--- src/rtl/gpio16_port.sv ---
// MSP430-style 16-bit GPIO port pair (P1 = low byte lane, P2 = high byte lane)
// behind a 32-byte memory-mapped register window.

module gpio16_lane #(
  parameter int VEC_W = 8,
  parameter int IVW   = $clog2(2*VEC_W+1)
) (
  input  logic             MCLK,
  input  logic             reset,
  input  logic [VEC_W-1:0] pinIn,
  input  logic [VEC_W-1:0] wrData,
  input  logic             wrOut,
  input  logic             wrDir,
  input  logic             wrRen,
  input  logic             wrSel0,
  input  logic             wrSel1,
  input  logic             wrSelc,
  input  logic             wrIes,
  input  logic             wrIe,
  input  logic             wrIfg,
  input  logic             wrIv,
  input  logic             rdIv,
  output logic [VEC_W-1:0] inReg,
  output logic [VEC_W-1:0] outReg,
  output logic [VEC_W-1:0] dirReg,
  output logic [VEC_W-1:0] renReg,
  output logic [VEC_W-1:0] sel0Reg,
  output logic [VEC_W-1:0] sel1Reg,
  output logic [VEC_W-1:0] iesReg,
  output logic [VEC_W-1:0] ieReg,
  output logic [VEC_W-1:0] ifgReg,
  output logic [IVW-1:0]   iv
);

  logic [VEC_W-1:0] pend, lowBit, edgeHit, ifgNext;

  always_comb begin
    pend    = ifgReg & ieReg;
    lowBit  = pend & (~pend + VEC_W'(1));
    iv      = '0;
    // Scan downwards so the lowest pending pin wins priority.
    for (int n = VEC_W-1; n >= 0; n--)
      if (pend[n]) iv = IVW'(2*(n+1));
    edgeHit = (iesReg & inReg & ~pinIn) | (~iesReg & ~inReg & pinIn);
    ifgNext = ifgReg;
    if (wrIv)  ifgNext = '0;
    if (rdIv)  ifgNext = ifgNext & ~lowBit;
    if (wrIfg) ifgNext = wrData;
    // Hardware edge set is applied last so it beats any software clear.
    ifgNext = ifgNext | edgeHit;
  end

  always_ff @(posedge MCLK or posedge reset) begin
    if (reset) begin
      inReg   <= '0;
      outReg  <= '0;
      dirReg  <= '0;
      renReg  <= '0;
      sel0Reg <= '0;
      sel1Reg <= '0;
      iesReg  <= '0;
      ieReg   <= '0;
      ifgReg  <= '0;
    end else begin
      inReg  <= pinIn;
      ifgReg <= ifgNext;
      if (wrOut) outReg <= wrData;
      if (wrDir) dirReg <= wrData;
      if (wrRen) renReg <= wrData;
      if (wrIes) iesReg <= wrData;
      if (wrIe)  ieReg  <= wrData;
      if (wrSel0)      sel0Reg <= wrData;
      else if (wrSelc) sel0Reg <= sel0Reg ^ wrData;
      if (wrSel1)      sel1Reg <= wrData;
      else if (wrSelc) sel1Reg <= sel1Reg ^ wrData;
    end
  end

endmodule

module gpio16_port #(
  parameter logic [15:0] START = 16'h0200
) (
  input  logic        MCLK,
  input  logic        reset,
  input  logic [15:0] MAB,
  input  logic [15:0] MDBwrite,
  input  logic        MW,
  input  logic        BW,
  input  logic [7:0]  PxIN,
  input  logic [7:0]  PyIN,
  output logic [15:0] MDBread,
  output logic        PxINT,
  output logic        PyINT,
  output logic [7:0]  PxOUT,
  output logic [7:0]  PxDIR,
  output logic [7:0]  PxREN,
  output logic [7:0]  PxSEL0,
  output logic [7:0]  PxSEL1,
  output logic [7:0]  PyOUT,
  output logic [7:0]  PyDIR,
  output logic [7:0]  PyREN,
  output logic [7:0]  PySEL0,
  output logic [7:0]  PySEL1
);

  localparam int NUM_LANES = 2;
  localparam int VEC_W     = 8;
  localparam int IVW       = $clog2(2*VEC_W+1);

  // Word index (byte offset / 2) of each register.
  localparam logic [3:0] IDX_IN   = 4'h0;
  localparam logic [3:0] IDX_OUT  = 4'h1;
  localparam logic [3:0] IDX_DIR  = 4'h2;
  localparam logic [3:0] IDX_REN  = 4'h3;
  localparam logic [3:0] IDX_SEL0 = 4'h5;
  localparam logic [3:0] IDX_SEL1 = 4'h6;
  localparam logic [3:0] IDX_P1IV = 4'h7;
  localparam logic [3:0] IDX_SELC = 4'hB;
  localparam logic [3:0] IDX_IES  = 4'hC;
  localparam logic [3:0] IDX_IE   = 4'hD;
  localparam logic [3:0] IDX_IFG  = 4'hE;
  localparam logic [3:0] IDX_P2IV = 4'hF;

  logic [15:0] offs;
  logic        sel, rdAcc, wrAcc;
  logic [3:0]  idx;
  logic [15:0] rdWord;

  logic [NUM_LANES-1:0][VEC_W-1:0] pinIn, wrData;
  logic [NUM_LANES-1:0][VEC_W-1:0] inR, outR, dirR, renR, sel0R, sel1R, iesR, ieR, ifgR;
  logic [NUM_LANES-1:0][IVW-1:0]   iv;

  // The high-bits test plus the lower bound also rejects wrap past 16'hFFFF.
  assign offs  = MAB - START;
  assign sel   = (MAB >= START) && (offs[15:5] == '0);
  assign idx   = offs[4:1];
  assign rdAcc = sel & ~MW;
  assign wrAcc = sel & MW;

  assign pinIn     = {PyIN, PxIN};
  assign wrData[0] = MDBwrite[7:0];
  assign wrData[1] = BW ? MDBwrite[7:0] : MDBwrite[15:8];

  for (genvar l = 0; l < NUM_LANES; l++) begin : gLane
    localparam logic [3:0] IV_IDX = (l == 0) ? IDX_P1IV : IDX_P2IV;
    logic laneWr;
    assign laneWr = wrAcc & (~BW | (offs[0] == 1'(l)));

    gpio16_lane #(.VEC_W(VEC_W), .IVW(IVW)) uLane (
      .MCLK   (MCLK),
      .reset  (reset),
      .pinIn  (pinIn[l]),
      .wrData (wrData[l]),
      .wrOut  (laneWr && idx == IDX_OUT),
      .wrDir  (laneWr && idx == IDX_DIR),
      .wrRen  (laneWr && idx == IDX_REN),
      .wrSel0 (laneWr && idx == IDX_SEL0),
      .wrSel1 (laneWr && idx == IDX_SEL1),
      .wrSelc (laneWr && idx == IDX_SELC),
      .wrIes  (laneWr && idx == IDX_IES),
      .wrIe   (laneWr && idx == IDX_IE),
      .wrIfg  (laneWr && idx == IDX_IFG),
      .wrIv   (wrAcc && idx == IV_IDX),
      .rdIv   (rdAcc && idx == IV_IDX),
      .inReg  (inR[l]),
      .outReg (outR[l]),
      .dirReg (dirR[l]),
      .renReg (renR[l]),
      .sel0Reg(sel0R[l]),
      .sel1Reg(sel1R[l]),
      .iesReg (iesR[l]),
      .ieReg  (ieR[l]),
      .ifgReg (ifgR[l]),
      .iv     (iv[l])
    );
  end

  always_comb begin
    rdWord = '0;
    case (idx)
      IDX_IN:   rdWord = inR;
      IDX_OUT:  rdWord = outR;
      IDX_DIR:  rdWord = dirR;
      IDX_REN:  rdWord = renR;
      IDX_SEL0: rdWord = sel0R;
      IDX_SEL1: rdWord = sel1R;
      IDX_P1IV: rdWord = 16'(iv[0]);
      IDX_IES:  rdWord = iesR;
      IDX_IE:   rdWord = ieR;
      IDX_IFG:  rdWord = ifgR;
      IDX_P2IV: rdWord = 16'(iv[1]);
      default:  rdWord = '0;
    endcase
    MDBread = '0;
    if (rdAcc)
      MDBread = BW ? {8'h00, (offs[0] ? rdWord[15:8] : rdWord[7:0])} : rdWord;
  end

  assign PxINT  = |(ifgR[0] & ieR[0]);
  assign PyINT  = |(ifgR[1] & ieR[1]);
  assign PxOUT  = outR[0];
  assign PxDIR  = dirR[0];
  assign PxREN  = renR[0];
  assign PxSEL0 = sel0R[0];
  assign PxSEL1 = sel1R[0];
  assign PyOUT  = outR[1];
  assign PyDIR  = dirR[1];
  assign PyREN  = renR[1];
  assign PySEL0 = sel0R[1];
  assign PySEL1 = sel1R[1];

endmodule

--- config.mk ---
export PLATFORM = sky130hd
export DESIGN_NAME = gpio16_port
export DESIGN_NICKNAME = d
export VERILOG_FILES = /design/src/rtl/gpio16_port.sv
export SDC_FILE = /design/constraint.sdc
export NUM_CORES = 1
export LEC_CHECK = 0
export CORE_MARGIN = 1.5
export CORE_UTILIZATION = 50
export DETAILED_ROUTE_END_ITERATION = 16
export GPL_ROUTABILITY_DRIVEN = 1
export HOLD_SLACK_MARGIN = 0.15
export PLACE_DENSITY_LB_ADDON = 0.05
export SETUP_SLACK_MARGIN = 0.2
export SKIP_LAST_GASP = 1
export SYNTH_ARGS = -nofsm -noshare
export SYNTH_HDL_FRONTEND = slang
export SYNTH_HIERARCHICAL = 1
export SYNTH_SLANG_ARGS = --single-unit
--- constraint.sdc ---
create_clock -name MCLK -period 6 [get_ports MCLK]
set_input_delay 1.2 -clock MCLK [delete_from_list [all_inputs] [get_ports MCLK]]
set_output_delay 1.2 -clock MCLK [all_outputs]
set_load 0.02 [all_outputs]
==> out/qor.yml, run 1 <==
synth:
  yosysWarnings: 6
  ys_types: 72
  ys_async_sr_fraction: 1.00
  synth_seq_cells: 144
  synthesis.nets: 872
  synth_top_area_frac: 0.432
  seq_area_frac_synth: 0.432
  syn_inst: 820
  ys_top_cells_by_count: "dfrtp_1 (144), mux2_2 (95), a21oi_1 (67)"
  yosys-top-cells-area: "dfrtp_1 (43%), mux2_2 (13%), a21oi_1 (4.0%), a22oi_1 (3.1%), nand3_1 (2.4%)"
  postSynthAreaPerCell_um2: 10.2
  synth_most_common_cell: "dfrtp_1"
  syn_area_mm2: 0.00834
  synth_edf_count: 0
  ys.flop_type: "dfrtp_1"
  synth_top_area_cell: "dfrtp_1"
floorplan:
  die-area_mm2: 0.0175
  initial_core_util: 0.507
  die_w_um: 132
  die_h_um: 132
  ioPinCount: 150
  rows: 47
  core_mm2: 0.0165
min_path:
  whs_path_depth: 1
  hold_end: "gLane[1].uLane/dirReg[7]$_DFFE_PP0P_"
  hold_class: "flop to flop"
  min_from: "gLane[1].uLane/dirReg[7]$_DFFE_PP0P_"
sta:
  setup_ws_ns: 0.552
  setup_viol: 0
  fin_skew_ns: 0.00447
  worstMarginPinSlew_ns: 1.11
  final-max-slew-violation-count: 0
  hold_ws_ns: 0.538
  final_hold_viol_count: 0
  period_share: 0.908
  tns_ns: 0
  relSlewSlack: 0.257
  rsz0062_at_grt: "false"
  fmax_mhz: 184
  min_period_ns: 5.45
clock_tree:
  cts-root-buf: "clkbuf_16"
  cts_hold_buf: 0
  post-cts-setup-buffers: 0
  cts_tree: "yes"
  cts_buffers: 17
  clk-insertion-delay-late_ns: 0.43
  cts_resized: 0
  htreeDepth: 4
  cts_sinks: 144
  clock_path_buffers: 2
  clk_pin_slew_ns: 0.06
worst_setup_path:
  crit_path_cell_trace: "clkdlybuf4s50_1, buf_4, and2_1, a22oi_1, o32ai_1, a2111oi_2, a211oi_1, clkdlybuf4s50_1"
  slowest_stage: "clkdlybuf4s50_1"
  rrSetupSlack_ns: 4.54
  cp.required_ns: 4.80
  slowest_delay_ns: 0.79
  reg2reg_depth: 3
  rr_startpoint: "gLane[1].uLane/ifgReg[4]$_DFF_PP0_"
  rr_endpoint: "gLane[1].uLane/ifgReg[7]$_DFF_PP0_"
  worst-setup-path-type: "input port to primary output"
  arrival_ns: 4.25
  worstSetupEndpointType: "primary output"
  start_kind: "input port"
  path_max_fanout: 9
  path_common_cell: "clkdlybuf4s50_1"
route:
  top_layer: "met4"
  routed_via_density: 6.64
  wl_met2_um: 14700
  ant_nets: 0
  dr_total_vias: 7832
  met1Wirelength_um: 12500
  initialDrtViolationCount: 780
  drcViolationCount: 0
  drt-wirelength-per-cell_um: 26.3
  met3RoutedLength_um: 2490
  routed_wl_um: 31000
  dr.pass1.iters: 5
cells_and_area:
  regArea_mm2: 0.00360
  fillers: 1389
  multi_input_area_mm2: 0.00428
  syn_to_final_growth_pct: 25.7
  final_cells: 1179
  fin_area_mm2: 0.0105
  drive_gt1_frac: 0.191
  fin_util: 0.637
  final_nets: 999
  num_antenna_cells: 0
placement:
  dp_slack_ns: 0.616
  place_area_mm2: 0.00993
  placed_cells: 1148
  dp_hpwl_um: 22800
  io_buffers: 149
  place_congestion: 0.997
power:
  seqPwrFrac: 0.446
  p_leak_nw: 4.37
  p_clk_frac: 0.460
  p_int_mw: 1.64
  ir_drop_v: 0.000245
  share_comb_of_total_power: 0.094
  p_per_area_mw_per_mm2: 210
  p_sw_frac: 0.258
  switchingPower_mw: 0.568
  finalPower_mw: 2.20
outcome:
  status: "completed"
global_route:
  grt_pass1_vias: 7627
  grt_pass1_wl_um: 46800
  overflow: 0
  grt_usage: 0.357
  antenna_found_initial: 0
  grt_max_degree: 73
job:
  drv_cap: 0
## logic make-up (layout without fill, tap and decap cells)
kind of cell	Yosys count	count (layout)	synth area share
simple gates	226	226	0.148
compound gates	247	247	0.209
mux	116	116	0.155
flops	144	144	0.432
other cells	2	2	0.000900
buf+inv	85	224	0.0547
## worst max-delay path, delay by kind of cell
kind / cells / cell delay [ns]
compound gates: 4 / 0.99
buf+inv: 3 / 1.74
simple gates: 1 / 0.32
## per-layer routing
layer / vias to the layer above / track usage
met4: 0 / 0.170
li1: 3366 / -
met5: - / 0
met2: 455 / 0.574
met3: 74 / 0.0677
met1: 3937 / 0.468
## cells in the final DEF, fill, tap and decap left out, drive strengths merged, types with 9 or more instances in the layout
cell           count
a21oi             67
a22oi             35
a31o               9
a32oi             10
and3b             18
buf               28
clkbuf            20
clkdlybuf4s50    148
dfrtp            144
inv               19
mux2              96
mux2i             19
nand2             45
nand3             40
nand4             11
nor2              51
nor2b             11
nor3              15
o21ai             42
## layout make-up
type	instances	area share
multi-input cells	591	0.409
clock inverters	11	0.0105
well taps	220	0.0263
flip-flops and latches	144	0.344
clock buffers	20	0.0426
inverters	17	0.00609
repair buffers	176	0.162
## registers in the layout, summed over array words and instances (netlist names)
name                 flops
gLane.uLane/ifgReg      16
gLane.uLane/inReg       16
gLane.uLane/iesReg      16
gLane.uLane/dirReg      16
gLane.uLane/ieReg       16
gLane.uLane/outReg      16
gLane.uLane/sel1Reg     16
gLane.uLane/renReg      16
gLane.uLane/sel0Reg     16
## how the worst max path moves through the flow
| stage | depth (start not counted) | slack [ns] | endpoint | startpoint |
|---|---|---|---|---|
| CTS | 8 | 0.60 | MDBread[1] | MAB[3] |
| floorplan | 7 | 2.16 | MDBread[5] | MAB[4] |
| global route | 8 | 0.40 | MDBread[1] | MAB[3] |
| global placement | 8 | 0.59 | MDBread[5] | MAB[3] |
| finish | 8 | 0.55 | MDBread[2] | MAB[2] |
| detailed placement | 8 | 0.62 | MDBread[1] | MAB[3] |
## power groups by stage
| stage | registers [mW] | clock network [mW] | logic (mW) |
|---|---|---|---|
| 3_3_place_gp | 1.00 | 0 | 0.200 |
| 5_1_grt | 0.983 | 1.06 | 0.221 |
| 6_report | 0.983 | 1.01 | 0.207 |
| 2_1_floorplan | 0.998 | 0 | 0.119 |
| 4_1_cts | 0.983 | 1.02 | 0.205 |
| 3_5_place_dp | 1.00 | 0 | 0.204 |
Note: power is estimated with default switching activity, not from simulation.
==> inputs of run 2 (changes only) <==
--- a/config.mk
+++ b/config.mk
@@ -11,7 +11,6 @@
 export GPL_ROUTABILITY_DRIVEN = 1
 export HOLD_SLACK_MARGIN = 0.15
 export PLACE_DENSITY_LB_ADDON = 0.05
-export SETUP_SLACK_MARGIN = 0.2
 export SKIP_LAST_GASP = 1
 export SYNTH_ARGS = -nofsm -noshare
 export SYNTH_HDL_FRONTEND = slang
==> results of run 2 <==
The final DEF is identical to that of run 1; final timing and power are the same.
==> inputs of run 3 (changes only) <==
--- a/config.mk
+++ b/config.mk
@@ -11,6 +11,7 @@
 export GPL_ROUTABILITY_DRIVEN = 1
 export HOLD_SLACK_MARGIN = 0.15
 export PLACE_DENSITY_LB_ADDON = 0.05
+export SKIP_CTS_REPAIR_TIMING = 1
 export SKIP_LAST_GASP = 1
 export SYNTH_ARGS = -nofsm -noshare
 export SYNTH_HDL_FRONTEND = slang
==> results of run 3 <==
The final DEF is identical to that of run 1; final timing and power are the same.
